<file path="config.mk">
export PLATFORM = sky130hd
export DESIGN_NAME = ps2_key_decoder_flat
export DESIGN_NICKNAME = d
export VERILOG_FILES = /design/src/rtl/ps2_key_decoder_pkg.sv /design/src/rtl/ps2_key_decoder_if.sv /design/src/rtl/ps2_key_decoder_frame_rx.sv /design/src/rtl/ps2_key_decoder.sv /design/src/flat_wrapper.sv
export SDC_FILE = /design/constraint.sdc
export NUM_CORES = 1
export LEC_CHECK = 0
export BUFFER_PORTS_ARGS = -buffer_cell sky130_fd_sc_hd__buf_2
export CAP_MARGIN = 40
export CORE_MARGIN = 2
export CORE_UTILIZATION = 35
export DETAILED_ROUTE_END_ITERATION = 10
export PLACE_DENSITY = 0.52
export SLEW_MARGIN = 20
export SYNTH_ARGS = -nofsm -noshare
export SYNTH_HDL_FRONTEND = slang
export SYNTH_SLANG_ARGS = --single-unit
export TNS_END_PERCENT = 50
</file>
<file path="constraint.sdc">
create_clock -name clock -period 7 [get_ports clock]
set_input_delay 0.7 -clock clock [delete_from_list [all_inputs] [get_ports clock]]
set_output_delay 0.7 -clock clock [all_outputs]
set_load 0.01 [all_outputs]
</file>
<file path="src/rtl/ps2_key_decoder_pkg.sv">
// ---------------------------------------------------------------------------
// ps2_key_decoder_pkg
// Shared constants for the PS/2 keyboard receive path.
//   - PS/2 prefix and controller/status byte values
//   - frame FSM state encoding (IDLE / SHIFT / CHECK)
//   - isStatusByte(): true for bytes that never reach the key event output
// ---------------------------------------------------------------------------
package ps2_key_decoder_pkg;

  localparam logic [7:0] PS2_E0     = 8'hE0;
  localparam logic [7:0] PS2_E1     = 8'hE1;
  localparam logic [7:0] PS2_F0     = 8'hF0;
  localparam logic [7:0] PS2_BAT    = 8'hAA;
  localparam logic [7:0] PS2_ACK    = 8'hFA;
  localparam logic [7:0] PS2_RESEND = 8'hFE;
  localparam logic [7:0] PS2_ECHO   = 8'hEE;
  localparam logic [7:0] PS2_ERR0   = 8'h00;
  localparam logic [7:0] PS2_ERRF   = 8'hFF;

  typedef enum logic [1:0] {
    ST_IDLE  = 2'd0,
    ST_SHIFT = 2'd1,
    ST_CHECK = 2'd2
  } frameState_t;

  // Controller/status bytes that must be dropped without touching the prefixes.
  function automatic logic isStatusByte(input logic [7:0] b);
    return (b == PS2_BAT)    || (b == PS2_ACK)  || (b == PS2_RESEND) ||
           (b == PS2_ECHO)   || (b == PS2_ERR0) || (b == PS2_ERRF);
  endfunction

endpackage

</file>
<file path="src/rtl/ps2_key_decoder_if.sv">
// ---------------------------------------------------------------------------
// ps2_key_decoder_if
// Bundles the PS/2 line inputs and the decoded key event outputs.
//   ps2_clk   : raw PS/2 clock line (idle high)
//   ps2_data  : raw PS/2 data line (idle high)
//   ps2_key   : [10] toggle, [9] pressed, [8] extended, [7:0] scancode
//   frame_err : one-ce-cycle pulse on a framing error or timeout
// master = side that drives the PS/2 lines (keyboard / bench)
// slave  = the decoder
// ---------------------------------------------------------------------------
interface ps2_key_decoder_if;
  logic        ps2_clk;
  logic        ps2_data;
  logic [10:0] ps2_key;
  logic        frame_err;

  modport master (output ps2_clk, output ps2_data, input ps2_key, input frame_err);
  modport slave  (input ps2_clk, input ps2_data, output ps2_key, output frame_err);
endinterface

</file>
<file path="src/rtl/ps2_key_decoder_frame_rx.sv">
// ---------------------------------------------------------------------------
// ps2_frame_rx
// Turns the raw PS/2 lines into received bytes.
// Synchronises both lines, glitch-filters the clock, and runs the 11-bit
// frame FSM (start, d0..d7, odd parity, stop) with a mid-frame timeout.
// Ports:
//   clock, reset    : system clock, async active-high reset
//   ce              : clock enable for everything except the synchronisers
//   i_ps2Clk/Data   : raw PS/2 lines
//   o_byte          : received byte, valid while o_byteValid is high
//   o_byteValid     : one ce-cycle strobe for a well-formed frame
//   o_frameErr      : one ce-cycle strobe for start/parity/stop error or timeout
// Both strobes are combinational and already qualified by ce.
// ---------------------------------------------------------------------------
module ps2_frame_rx
  import ps2_key_decoder_pkg::*;
#(
  parameter int FILTER_LEN = 8,
  parameter int TIMEOUT    = 2048
) (
  input  logic       clock,
  input  logic       reset,
  input  logic       ce,
  input  logic       i_ps2Clk,
  input  logic       i_ps2Data,
  output logic [7:0] o_byte,
  output logic       o_byteValid,
  output logic       o_frameErr
);

  localparam int FW = $clog2(FILTER_LEN + 1);
  localparam int TW = $clog2(TIMEOUT + 1);

  logic [1:0]    r_clkSync;
  logic [1:0]    r_dataSync;
  logic [FW-1:0] r_filtCnt;
  logic          r_filtLevel;
  frameState_t   r_state;
  frameState_t   w_stateNext;
  logic [3:0]    r_bitCnt;
  logic [9:0]    r_shift;
  logic [TW-1:0] r_tcnt;

  logic w_clkS;
  logic w_dataS;
  logic w_filtFlip;
  logic w_fall;
  logic w_timeout;
  logic w_byteValid;
  logic w_frameErr;

  // Synchronisers run every clock so that ce gaps never widen metastability windows.
  always_ff @(posedge clock or posedge reset) begin
    if (reset) begin
      r_clkSync  <= 2'b11;
      r_dataSync <= 2'b11;
    end else begin
      r_clkSync  <= {r_clkSync[0], i_ps2Clk};
      r_dataSync <= {r_dataSync[0], i_ps2Data};
    end
  end

  assign w_clkS  = r_clkSync[1];
  assign w_dataS = r_dataSync[1];

  // The filtered level flips on the FILTER_LEN-th consecutive differing sample;
  // any sample equal to the current level restarts the count.
  assign w_filtFlip = (w_clkS != r_filtLevel) && (r_filtCnt == FW'(FILTER_LEN - 1));
  assign w_fall     = ce && w_filtFlip && r_filtLevel;

  always_ff @(posedge clock or posedge reset) begin
    if (reset) begin
      r_filtCnt   <= '0;
      r_filtLevel <= 1'b1;
    end else if (ce) begin
      if (w_clkS == r_filtLevel) begin
        r_filtCnt <= '0;
      end else if (w_filtFlip) begin
        r_filtLevel <= w_clkS;
        r_filtCnt   <= '0;
      end else begin
        r_filtCnt <= r_filtCnt + 1'b1;
      end
    end
  end

  assign w_timeout = (r_tcnt == TW'(TIMEOUT - 1));

  // Frame FSM next-state and strobes. A fall wins over a coincident timeout.
  always_comb begin
    w_stateNext = r_state;
    w_byteValid = 1'b0;
    w_frameErr  = 1'b0;
    case (r_state)
      ST_IDLE: begin
        if (w_fall) begin
          if (!w_dataS) w_stateNext = ST_SHIFT;
          else          w_frameErr  = 1'b1;
        end
      end
      ST_SHIFT: begin
        if (w_fall) begin
          if (r_bitCnt == 4'd9) w_stateNext = ST_CHECK;
        end else if (ce && w_timeout) begin
          w_frameErr  = 1'b1;
          w_stateNext = ST_IDLE;
        end
      end
      ST_CHECK: begin
        if (ce) begin
          w_stateNext = ST_IDLE;
          if ((^r_shift[8:0]) && r_shift[9]) w_byteValid = 1'b1;
          else                               w_frameErr  = 1'b1;
        end
      end
      default: w_stateNext = ST_IDLE;
    endcase
  end

  // State register plus shift register, bit counter and timeout counter.
  // Bits arrive LSB first, so shifting right leaves d0 in r_shift[0] and stop in r_shift[9].
  always_ff @(posedge clock or posedge reset) begin
    if (reset) begin
      r_state  <= ST_IDLE;
      r_bitCnt <= '0;
      r_shift  <= '0;
      r_tcnt   <= '0;
    end else if (ce) begin
      r_state <= w_stateNext;
      if (w_fall) begin
        r_tcnt <= '0;
      end else if (r_state == ST_SHIFT) begin
        r_tcnt <= r_tcnt + 1'b1;
      end
      if (w_fall && (r_state == ST_IDLE)) begin
        r_bitCnt <= '0;
      end else if (w_fall && (r_state == ST_SHIFT)) begin
        r_shift  <= {w_dataS, r_shift[9:1]};
        r_bitCnt <= r_bitCnt + 1'b1;
      end
    end
  end

  assign o_byte      = r_shift[7:0];
  assign o_byteValid = w_byteValid;
  assign o_frameErr  = w_frameErr;

endmodule

</file>
<file path="src/rtl/ps2_key_decoder.sv">
// ---------------------------------------------------------------------------
// ps2_key_decoder
// Decodes PS/2 keyboard bytes into 11-bit key events in MiSTer ps2_key format.
// Bit 10 toggles once per complete make/break code; bits 9:0 are stable when it does.
// Handles E0 (extended) and F0 (break) prefixes, swallows the 7-byte tail of the
// E1 pause sequence, and drops controller/status bytes.
// Ports:
//   clock : system clock
//   reset : async active-high reset
//   ce    : clock enable
//   ps2   : slave side of ps2_key_decoder_if (ps2_clk, ps2_data in;
//           ps2_key, frame_err out)
// ---------------------------------------------------------------------------
module ps2_key_decoder
  import ps2_key_decoder_pkg::*;
#(
  parameter int FILTER_LEN = 8,
  parameter int TIMEOUT    = 2048
) (
  input  logic           clock,
  input  logic           reset,
  input  logic           ce,
  ps2_key_decoder_if.slave ps2
);

  logic [7:0]  w_byte;
  logic        w_byteValid;
  logic        w_frameErr;
  logic [10:0] r_key;
  logic        r_frameErr;
  logic        r_ext;
  logic        r_brk;
  logic [2:0]  r_skip;

  ps2_frame_rx #(
    .FILTER_LEN (FILTER_LEN),
    .TIMEOUT    (TIMEOUT)
  ) u_frameRx (
    .clock       (clock),
    .reset       (reset),
    .ce          (ce),
    .i_ps2Clk    (ps2.ps2_clk),
    .i_ps2Data   (ps2.ps2_data),
    .o_byte      (w_byte),
    .o_byteValid (w_byteValid),
    .o_frameErr  (w_frameErr)
  );

  // Prefix tracking and key event register. An error drops any pending prefix
  // so it cannot attach to the next code.
  always_ff @(posedge clock or posedge reset) begin
    if (reset) begin
      r_key      <= '0;
      r_frameErr <= 1'b0;
      r_ext      <= 1'b0;
      r_brk      <= 1'b0;
      r_skip     <= '0;
    end else if (ce) begin
      r_frameErr <= w_frameErr;
      if (w_frameErr) begin
        r_ext  <= 1'b0;
        r_brk  <= 1'b0;
        r_skip <= '0;
      end else if (w_byteValid) begin
        if (r_skip != 3'd0) begin
          r_skip <= r_skip - 3'd1;
        end else if (w_byte == PS2_E1) begin
          r_skip <= 3'd7;
        end else if (w_byte == PS2_E0) begin
          r_ext <= 1'b1;
        end else if (w_byte == PS2_F0) begin
          r_brk <= 1'b1;
        end else if (!isStatusByte(w_byte)) begin
          r_key <= {~r_key[10], ~r_brk, r_ext, w_byte};
          r_ext <= 1'b0;
          r_brk <= 1'b0;
        end
      end
    end
  end

  assign ps2.ps2_key   = r_key;
  assign ps2.frame_err = r_frameErr;

endmodule

</file>
<file path="src/flat_wrapper.sv">
// flat-port wrapper written by rule: the top's interface ports become plain ports
module ps2_key_decoder_flat import ps2_key_decoder_pkg::*;
#(
  parameter int FILTER_LEN = 8,
  parameter int TIMEOUT    = 2048
)
  (clock, reset, ce, ps2_ps2_clk, ps2_ps2_data, ps2_ps2_key, ps2_frame_err);
  ps2_key_decoder_if ps2_i ();
  input  logic clock;
  input  logic reset;
  input  logic ce;
  input wire logic [$bits(ps2_i.ps2_clk)-1:0] ps2_ps2_clk;
  input wire logic [$bits(ps2_i.ps2_data)-1:0] ps2_ps2_data;
  output wire logic [$bits(ps2_i.ps2_key)-1:0] ps2_ps2_key;
  output wire logic [$bits(ps2_i.frame_err)-1:0] ps2_frame_err;
  assign ps2_i.ps2_clk = ps2_ps2_clk;
  assign ps2_i.ps2_data = ps2_ps2_data;
  assign ps2_ps2_key = ps2_i.ps2_key;
  assign ps2_frame_err = ps2_i.frame_err;
  ps2_key_decoder #(.FILTER_LEN(FILTER_LEN), .TIMEOUT(TIMEOUT)) u_core (.clock(clock), .reset(reset), .ce(ce), .ps2(ps2_i));
endmodule
</file>
After elaboration in Yosys (flattened, before gate mapping). Index checks and enable logic that the tools add are counted.

Input port bits: 5. Word-level logic and storage cells: 120. Bits in registers: 54. Output and inout port bits: 12.

Bitwise gates (word level): 10. Add/sub/neg operators: 4. Reductions and logical operators: 29. Equality and inequality tests: 25. Mux-type cells: 39.

Operator list (number): equality test 8 bit, second input constant (8); 2-to-1 mux 12 bit (2); 2-to-1 mux 1 bit (22); 2-to-1 mux 4 bit (4); adder 12 x 1 -> 12 bit, second input constant (1); equality test 12 x 11 -> 1 bit, second input constant (1); 2-to-1 mux 3 bit (4); AND reduction 6 bit (2); 2-to-1 mux 2 bit (5); inverter 1 bit (10); inequality test 3 x 1 -> 1 bit, second input constant (3); AND reduction 3 bit (3); parity 9 bit (1); adder 4 x 1 -> 4 bit, second input constant (2); zero test 8 bit (1); AND reduction 8 bit (1); logical AND 1 bit (7); inequality test 2 x 1 -> 1 bit, second input constant (3); inequality test 3 bit, second input constant (2); nonzero test 2 bit (3); nonzero test 3 bit (2); logical OR 1 bit (5); AND reduction 5 bit (1); equality test 4 x 3 -> 1 bit, second input constant (1); other kinds (11) (13).

Longest topological paths before layout. Gate-level depths: netlist (run 1).

Depth after elaboration: 13. Gate-level depth with buffers: 8.

Cells and area by module. Synthesis (run 1) repeated with hierarchy kept, for this count alone.

Cell total of the unflattened synthesis: 255. Area, all modules: 2795.2 um^2.

By module, submodules not included: ps2_frame_rx (times used 1, area an instance 1904.3 um^2, cells an instance 180, seq. area each 932.1 um^2); ps2_key_decoder (times used 1, area an instance 890.9 um^2, cells an instance 75, seq. area each 425.4 um^2).

Worst setup path before layout (run 1). No wires, ideal clock.

Kind: flip-flop to flip-flop. From: reg u_core.u_frameRx.r_shift[6]. To: reg u_core.r_key[0], in the netlist u_core.ps2.ps2_key[0]. Cell stages (with the launch flop): 9. Buffers on the path: 1. Required time: 6.875 ns. Setup slack: 4.767 ns. Arrival time: 2.108 ns. Cells stage by stage: dfrtp_1 inv_1 ha_1 xnor3_2 xnor2_2 nor3b_4 nand3_2 buf_6 mux2_4.

Word-level cells in the longest chain between the ends: 8. Elaborated cells between the ends (all ways): 28. Those cells by class: 8 x eq/ne; 6 x mux; 5 x bitwise; 9 x reduce/logical.

Ends and longest elaborated chain: from (decl) (line ps2_key_decoder_frame_rx.sv:41) `logic [9:0] r_shift;`; from (signal assigned) (line ps2_key_decoder_frame_rx.sv:138) `r_shift <= {w_dataS, r_shift[9:1]};`; branches (longest 7 deep; another with parity 9 bit); AND reduction 8 bit (no line) *; to (signal assigned) (line ps2_key_decoder.sv:74) `r_key <= {~r_key[10], ~r_brk, r_ext, w_byte};`; to (decl) (line ps2_key_decoder.sv:29) `logic [10:0] r_key;`.

Every way passes the cells marked *. A chain may end at the register's enable or synchronous reset.

Final worst setup path (run 1).
From: reg u_core.u_frameRx.r_shift[6]. To: reg u_core.r_key[3], in the netlist u_core.ps2.ps2_key[3].

Same word-level chain as after synthesis.

==> reports/metrics.csv, run 1 <==
metric,value,unit
clock network fraction of total power,0.307,
Worst Tran Pin Value,0.8237,ns
Yosys Warn Count,0,
post_cts resized,0,
worst path arrival time,2.77,ns
critical path type,reg -> reg,
register share of total power,0.613,
Post-Place Cells,378,
WL/cell,13.00,um
crit path max fanout,11,
Die Height,93.53,um
mapped cell area,0.002805,sq mm
Worst Setup End Kind,flip-flop,
max incr delay on CP,0.41,ns
RSZ-0062 raised after global routing,no,
number of setup buffers added after CTS,0,
Cell Int Power,0.4151,mW
# clock sinks,54,
cell row count,32,
Overflow after GRT,0,
Peak Freq,0.3890,GHz
Min-Delay Path Class,reg -> reg,
post-layout net count,307,
Port Buffers,16,
Worst-path clk slew,0.10,ns
"commonest non-fill, non-tap cell in the layout",dfrtp_1,
final setup fails,0,
Inserted Diodes,0,
Lkg Pwr,1.478,nW
# H-tree levels,2,
Ports,17,
global-route wire length before repair,8535,um
Initial DRC Count,44,
Async SR Flop Fraction,1.000,
vias in the first global route,1803,
Yosys cell types,51,
P_sw,0.1433,mW
starting density of the core,0.3630,
register bit total from synthesis,54,
"Cell Count, Final, Fillers Out",386,
Avg Inst Size Synth,10.63,sq um
Worst slew margin,0.4488,
Pre-antenna DRT Iters,4,
final slew viol count,0,
via count,1909,
largest net degree at the start of global routing,55,
TritonCTS clock tree,done,
die area,0.008747,sq mm
Root Buffer Master,clkbuf_8,
CP Launch Type,flip-flop,
core area,0.007727,sq mm
Layout area overhead,9.768,%
final wirelength,5019,um
Critical-path top delay cell,mux2_4,
post-route setup TNS,0,ns
Sw Ratio,0.2567,
hold-fix buffers at CTS,0,
die width,93.53,um
GRT Overall Usage,0.1232,
initial antenna violation count,0,
Pwr Density,181.3,mW/mm^2
status,"finished, final reports clean",
most frequent cells in the layout,"49 x dfrtp_1, 28 x nand2_1, 19 x o21ai_0, 19 x ha_1, 18 x inv_1",
Fin. Hold Viols,0,
total power,0.5584,mW
WP data required,7.20,ns
GP Congestion,0.7758,
HPWL Detailed,3535,um
combinational power share,0.080,
commonest register cell after synthesis,dfrtp_1,
clk_skew,0.008180,ns
TritonCTS Buffers,5,
fill cell total of the finished layout,758,
Detail Route Antenna Nets,0,
"EDFF count, synth",0,
post-route clock period utilization,0.3672,
VDD IR-drop max,97.50,uV
CP cell instances,"inv_1, ha_1, xnor3_2, xnor2_2, nor3b_4, nand3_2, mux2_4",
DR DRC count,0,
Gate Count Post-Synth,264,
CTS max path bufs,2,
register area share after synthesis,0.4839,
worst skew pair latency,0.30,ns
syn_nets,288,
fraction of layout cells with a size suffix above 1,0.1901,
DR vias/cell,4.946,
min Tclk post-route,2.571,ns
max cap viols,0,
worst paths after layout:
path,startpoint,to,slack (ns),cells past startpoint
worst max-delay path,u_core.u_frameRx.r_shift[6],u_core.ps2.ps2_key[3],4.43,7
min in group asynchronous,reset,u_core.ps2.ps2_key[5],0.56,3
worst max register to register,u_core.u_frameRx.r_shift[6],u_core.ps2.ps2_key[3],4.43,7
worst min-delay path,u_core.u_frameRx.r_clkSync[0],u_core.u_frameRx.r_clkSync[1],0.36,0
worst min register to register,u_core.u_frameRx.r_clkSync[0],u_core.u_frameRx.r_clkSync[1],0.36,0
max in group asynchronous,reset,u_core.u_frameRx.r_tcnt[6],5.98,3
registers in the layout, summed over array words and instances (netlist names):
signal and flops:
u_core.ps2.frame_err 1, u_core.u_frameRx.r_shift 10, u_core.ps2.ps2_key 11, u_core.u_frameRx.r_filtCnt 4
u_core.u_frameRx.r_bitCnt 4, u_core.u_frameRx.r_state 2, u_core.u_frameRx.r_filtLevel 1, u_core.u_frameRx.r_tcnt 12
u_core.r_ext 1, u_core.u_frameRx.r_dataSync 2, u_core.r_brk 1, u_core.u_frameRx.r_clkSync 2
u_core.r_skip 3
synth_stat cells, types with 3 or more instances:
cell / instances / area share
xnor2_1: 4 / 0.012
nand4_1: 6 / 0.013
a21oi_1: 5 / 0.0089
xor2_1: 6 / 0.019
inv_1: 19 / 0.025
nor4_1: 3 / 0.0067
nand3_1: 12 / 0.021
mux2_4: 8 / 0.043
nand2b_1: 3 / 0.0067
o31ai_1: 4 / 0.011
mux2_2: 5 / 0.020
o21ai_0: 19 / 0.034
nand2_1: 28 / 0.037
ha_1: 19 / 0.085
nor2_1: 16 / 0.021
a31oi_1: 3 / 0.0067
dfstp_2: 5 / 0.047
and3_1: 3 / 0.0067
clkbuf_1: 4 / 0.0054
or3_1: 5 / 0.011
dfrtp_1: 49 / 0.44
area by class of cell:
type	instances	area (sq um)	share of cell area
multi-input cells	185	1345	0.4368
inverters	19	71.32	0.02316
clock inverters	2	10.01	0.003251
flip-flops and latches	54	1358	0.4409
well taps	102	127.6	0.04145
repair buffers	18	95.09	0.03088
clock buffers	6	72.57	0.02357
kinds of logic after synthesis:
family,synth area share
buffers and inverters,0.03657
XOR/XNOR,0.04549
adder cells (fa/ha/maj),0.08475
AND/OR/NAND/NOR,0.1699
multiplexers,0.07003
flip-flops,0.4839
AO/OA/AOI/OAI,0.1093
worst max-delay path: cells and delay by family, from the launching register on:
| family | cells | cell delay, ns |
|---|---|---|
| simple gates | 2 | 0.67 |
| xor+xnor | 2 | 0.58 |
| mux | 1 | 0.41 |
| flops | 1 | 0.40 |
| fa+ha+maj | 1 | 0.31 |
| buf+inv | 1 | 0.09 |
layer usage:
metal  track usage  routed length, um
met5             0                  0
met4       0.02941                 31
met3       0.02659                152
met2        0.2056               2359
met1        0.1633               2475
power groups by stage:
stage	clock, mW	combinational, mW	sequential (mW)
floorplan	0	0.0350	0.345
global placement	0	0.0447	0.348
detailed placement	0	0.0454	0.348
CTS	0.181	0.0456	0.342
global route	0.191	0.0524	0.345
finish	0.171	0.0444	0.342
per-stage QoR:
stage | area, sq um | utilization | worst slack [ns] | hold WS (ns)
2_1_floorplan | 2805 | - | 4.767 | 0.3452
3_3_place_gp | 2989 | 0.3868 | 4.022 | 0.3478
3_5_place_dp | 2997 | 0.3878 | 4.139 | 0.3478
4_1_cts | 3079 | 0.3985 | 4.387 | 0.3624
5_1_grt | 3079 | 0.3985 | 4.261 | 0.3661
6_report | 3079 | 0.3985 | 4.429 | 0.3621
(Power assumes the default switching activity.)
==> run 2: changes to the inputs <==
Settings changed: ABC_AREA set to 1, PLACE_DENSITY 0.52 to 0.54.
Clock period 7 ns to 2.05 ns, I/O delays scaled along.
==> run 2 against run 1 <==
  * First-iteration DRC count grew 66%
  * Count of clock-buffer cells in the layout unchanged
  * Utilization is 2.0 points higher
  * Synthesized cell count increased by 22%
  * Critical path type unchanged
  * Largest cell class unchanged
==> reports/metrics.csv, run 2 <==
metric,value,unit,change
Final Cell Area,0.003249,sq mm,+5.5%
worst path arrival time,2.06,ns,-0.71 ns
GRT Overall Usage,0.1333,,+0.01006
final setup fails,0,,unchanged
Synth area leaders,"dfrtp_1 43%, nand2_1 10%, ha_1 8.4%",,
WL/cell,11.46,um,-12%
CTS max path bufs,2,,unchanged
clk_skew,0.01581,ns,+0.007627 ns
WP data required,2.24,ns,-4.96 ns
Yosys Warn Count,0,,unchanged
GP Congestion,0.7664,,-1.2%
TritonCTS clock tree,done,,
syn_nets,347,,+20%
register bit total from synthesis,54,,unchanged
CP Launch Type,flip-flop,,
# clock sinks,54,,unchanged
Worst slew margin,0.6528,,+0.2040
Yosys top cell by area,dfrtp_1,,
die width,93.81,um,+0.30%
die area,0.008799,sq mm,+0.60%
Detail Route Antenna Nets,0,,unchanged
mapped cell area,0.002823,sq mm,+0.62%
total power,1.798,mW,+220%
# H-tree levels,2,,unchanged
Synth top area share,0.4344,,-0.002713
Min-Delay Path Class,in -> reg,,
core area,0.007767,sq mm,+0.52%
min Tclk post-route,1.871,ns,-0.6993 ns
post-layout net count,378,,+23%
final slew viol count,0,,unchanged
Inserted Diodes,0,,unchanged
initial antenna violation count,0,,unchanged
critical path type,reg -> reg,,
Peak Freq,0.5344,GHz,+37%
synth cell count leaders,"77 x nand2_1, 49 x dfrtp_1, 42 x inv_1",,
worst skew pair latency,0.31,ns,about the same
Gate Count Post-Synth,323,,+22%
Initial DRC Count,73,,+66%
status,"finished, final reports clean",,
Layout area overhead,15.12,%,
Worst Setup End Kind,flip-flop,,
HPWL Detailed,3853,um,+9.0%
Avg Inst Size Synth,8.739,sq um,-18%
final wirelength,5237,um,+4.3%
"commonest non-fill, non-tap cell in the layout",nand2_1,,
placed inst area,0.003064,sq mm,+2.3%
Yosys cell types,37,,-27%
Worst-path clk slew,0.11,ns,about the same
most frequent cells in the layout,"75 x nand2_1, 49 x dfrtp_1, 36 x inv_1",,
DR DRC count,0,,unchanged
starting density of the core,0.3634,,+0.0003839
Largest register FFs,12,,unchanged
TritonCTS Buffers,5,,unchanged
Lkg Pwr,1.693,nW,+14%
Ports,17,,unchanged
vias in the first global route,2018,,+12%
post-route clock period utilization,0.9128,,+0.5456
Async SR Flop Fraction,1.000,,unchanged
DR vias/cell,4.545,,-8.1%
largest net degree at the start of global routing,32,,-42%
Overflow after GRT,0,,unchanged
register area share after synthesis,0.4809,,-0.003003
via count,2077,,+8.8%
Die Height,93.81,um,+0.30%
global-route wire length before repair,9377,um,+9.9%
most flop-heavy register,u_core.u_frameRx.r_tcnt,,
cell row count,32,,unchanged
fraction of layout cells with a size suffix above 1,0.1831,,-0.007042
Port Buffers,16,,unchanged
top-count cell post-synth,nand2_1,,
Pwr Density,553.4,mW/mm^2,+210%
RSZ-0062 raised after global routing,yes,,
crit path max fanout,20,,+9
Root Buffer Master,clkbuf_8,,
Worst Tran Pin Value,0.5200,ns,-0.3037 ns
"EDFF count, synth",0,,unchanged
Pre-antenna DRT Iters,4,,unchanged
VDD IR-drop max,254.0,uV,+160%
Fin. Hold Viols,0,,unchanged
commonest register cell after synthesis,dfrtp_1,,
max cap viols,0,,unchanged
## run 2: changes by cell type after synthesis, sizes merged, moves of 7 or more
cell   before  now
mux2       13    0
nand3      13   20
inv        19   44
o21ai      21   34
nand2      28   79
nor3        1    8
## run 2: kinds of logic (layout without fill, tap and decap cells)
family,Yosys count,after routing,synth area share
xor+xnor,6,6,0.01862
compound gates,54,54,0.1090
fa+ha+maj,19,19,0.08422
simple gates,141,141,0.2394
flops,54,54,0.4809
buf+inv,49,81,0.06781
## run 2: critical path: stages (launching register included)
cell	delay (ns)
dfrtp_1	0.39
inv_2	0.07
ha_1	0.31
inv_1	0.06
nand2_1	0.06
nand2_1	0.06
nand2_1	0.06
nand2_1	0.06
nand2_1	0.04
nand2_1	0.07
nand4_1	0.12
inv_2	0.12
nand2_2	0.07
buf_12	0.15
xnor2_1	0.12
## run 2: what timing repair did
| item | CTS | global route |
|---|---|---|
| gates resized for setup | 0 | 12 |
| hold buffers | 3 | 0 |
| hold endpoints to repair | 23 | 0 |
| buffers inserted | 0 | 4 |
| setup endpoints to repair | 0 | 17 |
## run 2: stage by stage
step           worst slack, ns    util  hold slack [ns]  std cells   TNS (ns)
2_1_floorplan           0.2988       -           0.2095        323          0
3_3_place_gp            0.1254  0.3945           0.2795        442          0
3_5_place_dp           0.09976  0.3945           0.2775        442          0
4_1_cts                0.06293  0.4106           0.2336        453          0
5_1_grt              -0.004805  0.4183           0.2566        457  -0.004805
6_report                0.1787  0.4183           0.2342        457          0
## run 2: routing by layer
layer  global-route usage  vias up  routed length, um
li1                     -     1115                  -
met5                    0        -                  0
met3              0.03612        2                127
met2               0.1994       20               2267
met4              0.03261        0                 31
met1               0.1919      940               2810
## run 2: report_power, final
part	internal (mW)	total [mW]	switching [mW]
registers	1.09	1.10	0.0156
clock network	0.273	0.625	0.352
logic	0.0268	0.0716	0.0448
## run 2: area by class of cell
class,count,area [sq um]
Timing Repair Buffer,29,210.2
Sequential cell,54,1358
Tap cell,102,127.6
Fill cell,825,4518
Clock inverter,2,12.51
Multi-Input combinational cell,220,1291
Inverter,44,167.7
Clock buffer,6,82.58
## run 2: path summary, 6_finish.rpt
kind                                           startpoint                              to  slack [ns]  cells after the start
setup / recovery              u_core.u_frameRx.r_shift[2]          u_core.ps2.ps2_key[10]        0.18                     14
hold / removal                                         ce      u_core.u_frameRx.r_tcnt[0]        0.23                      3
setup reg to reg              u_core.u_frameRx.r_shift[2]          u_core.ps2.ps2_key[10]        0.18                     14
hold reg to reg            u_core.u_frameRx.r_dataSync[0]  u_core.u_frameRx.r_dataSync[1]        0.36                      0
max in group asynchronous                           reset   u_core.u_frameRx.r_clkSync[1]        0.97                      4
min in group asynchronous                           reset           u_core.ps2.ps2_key[1]        0.47                      3
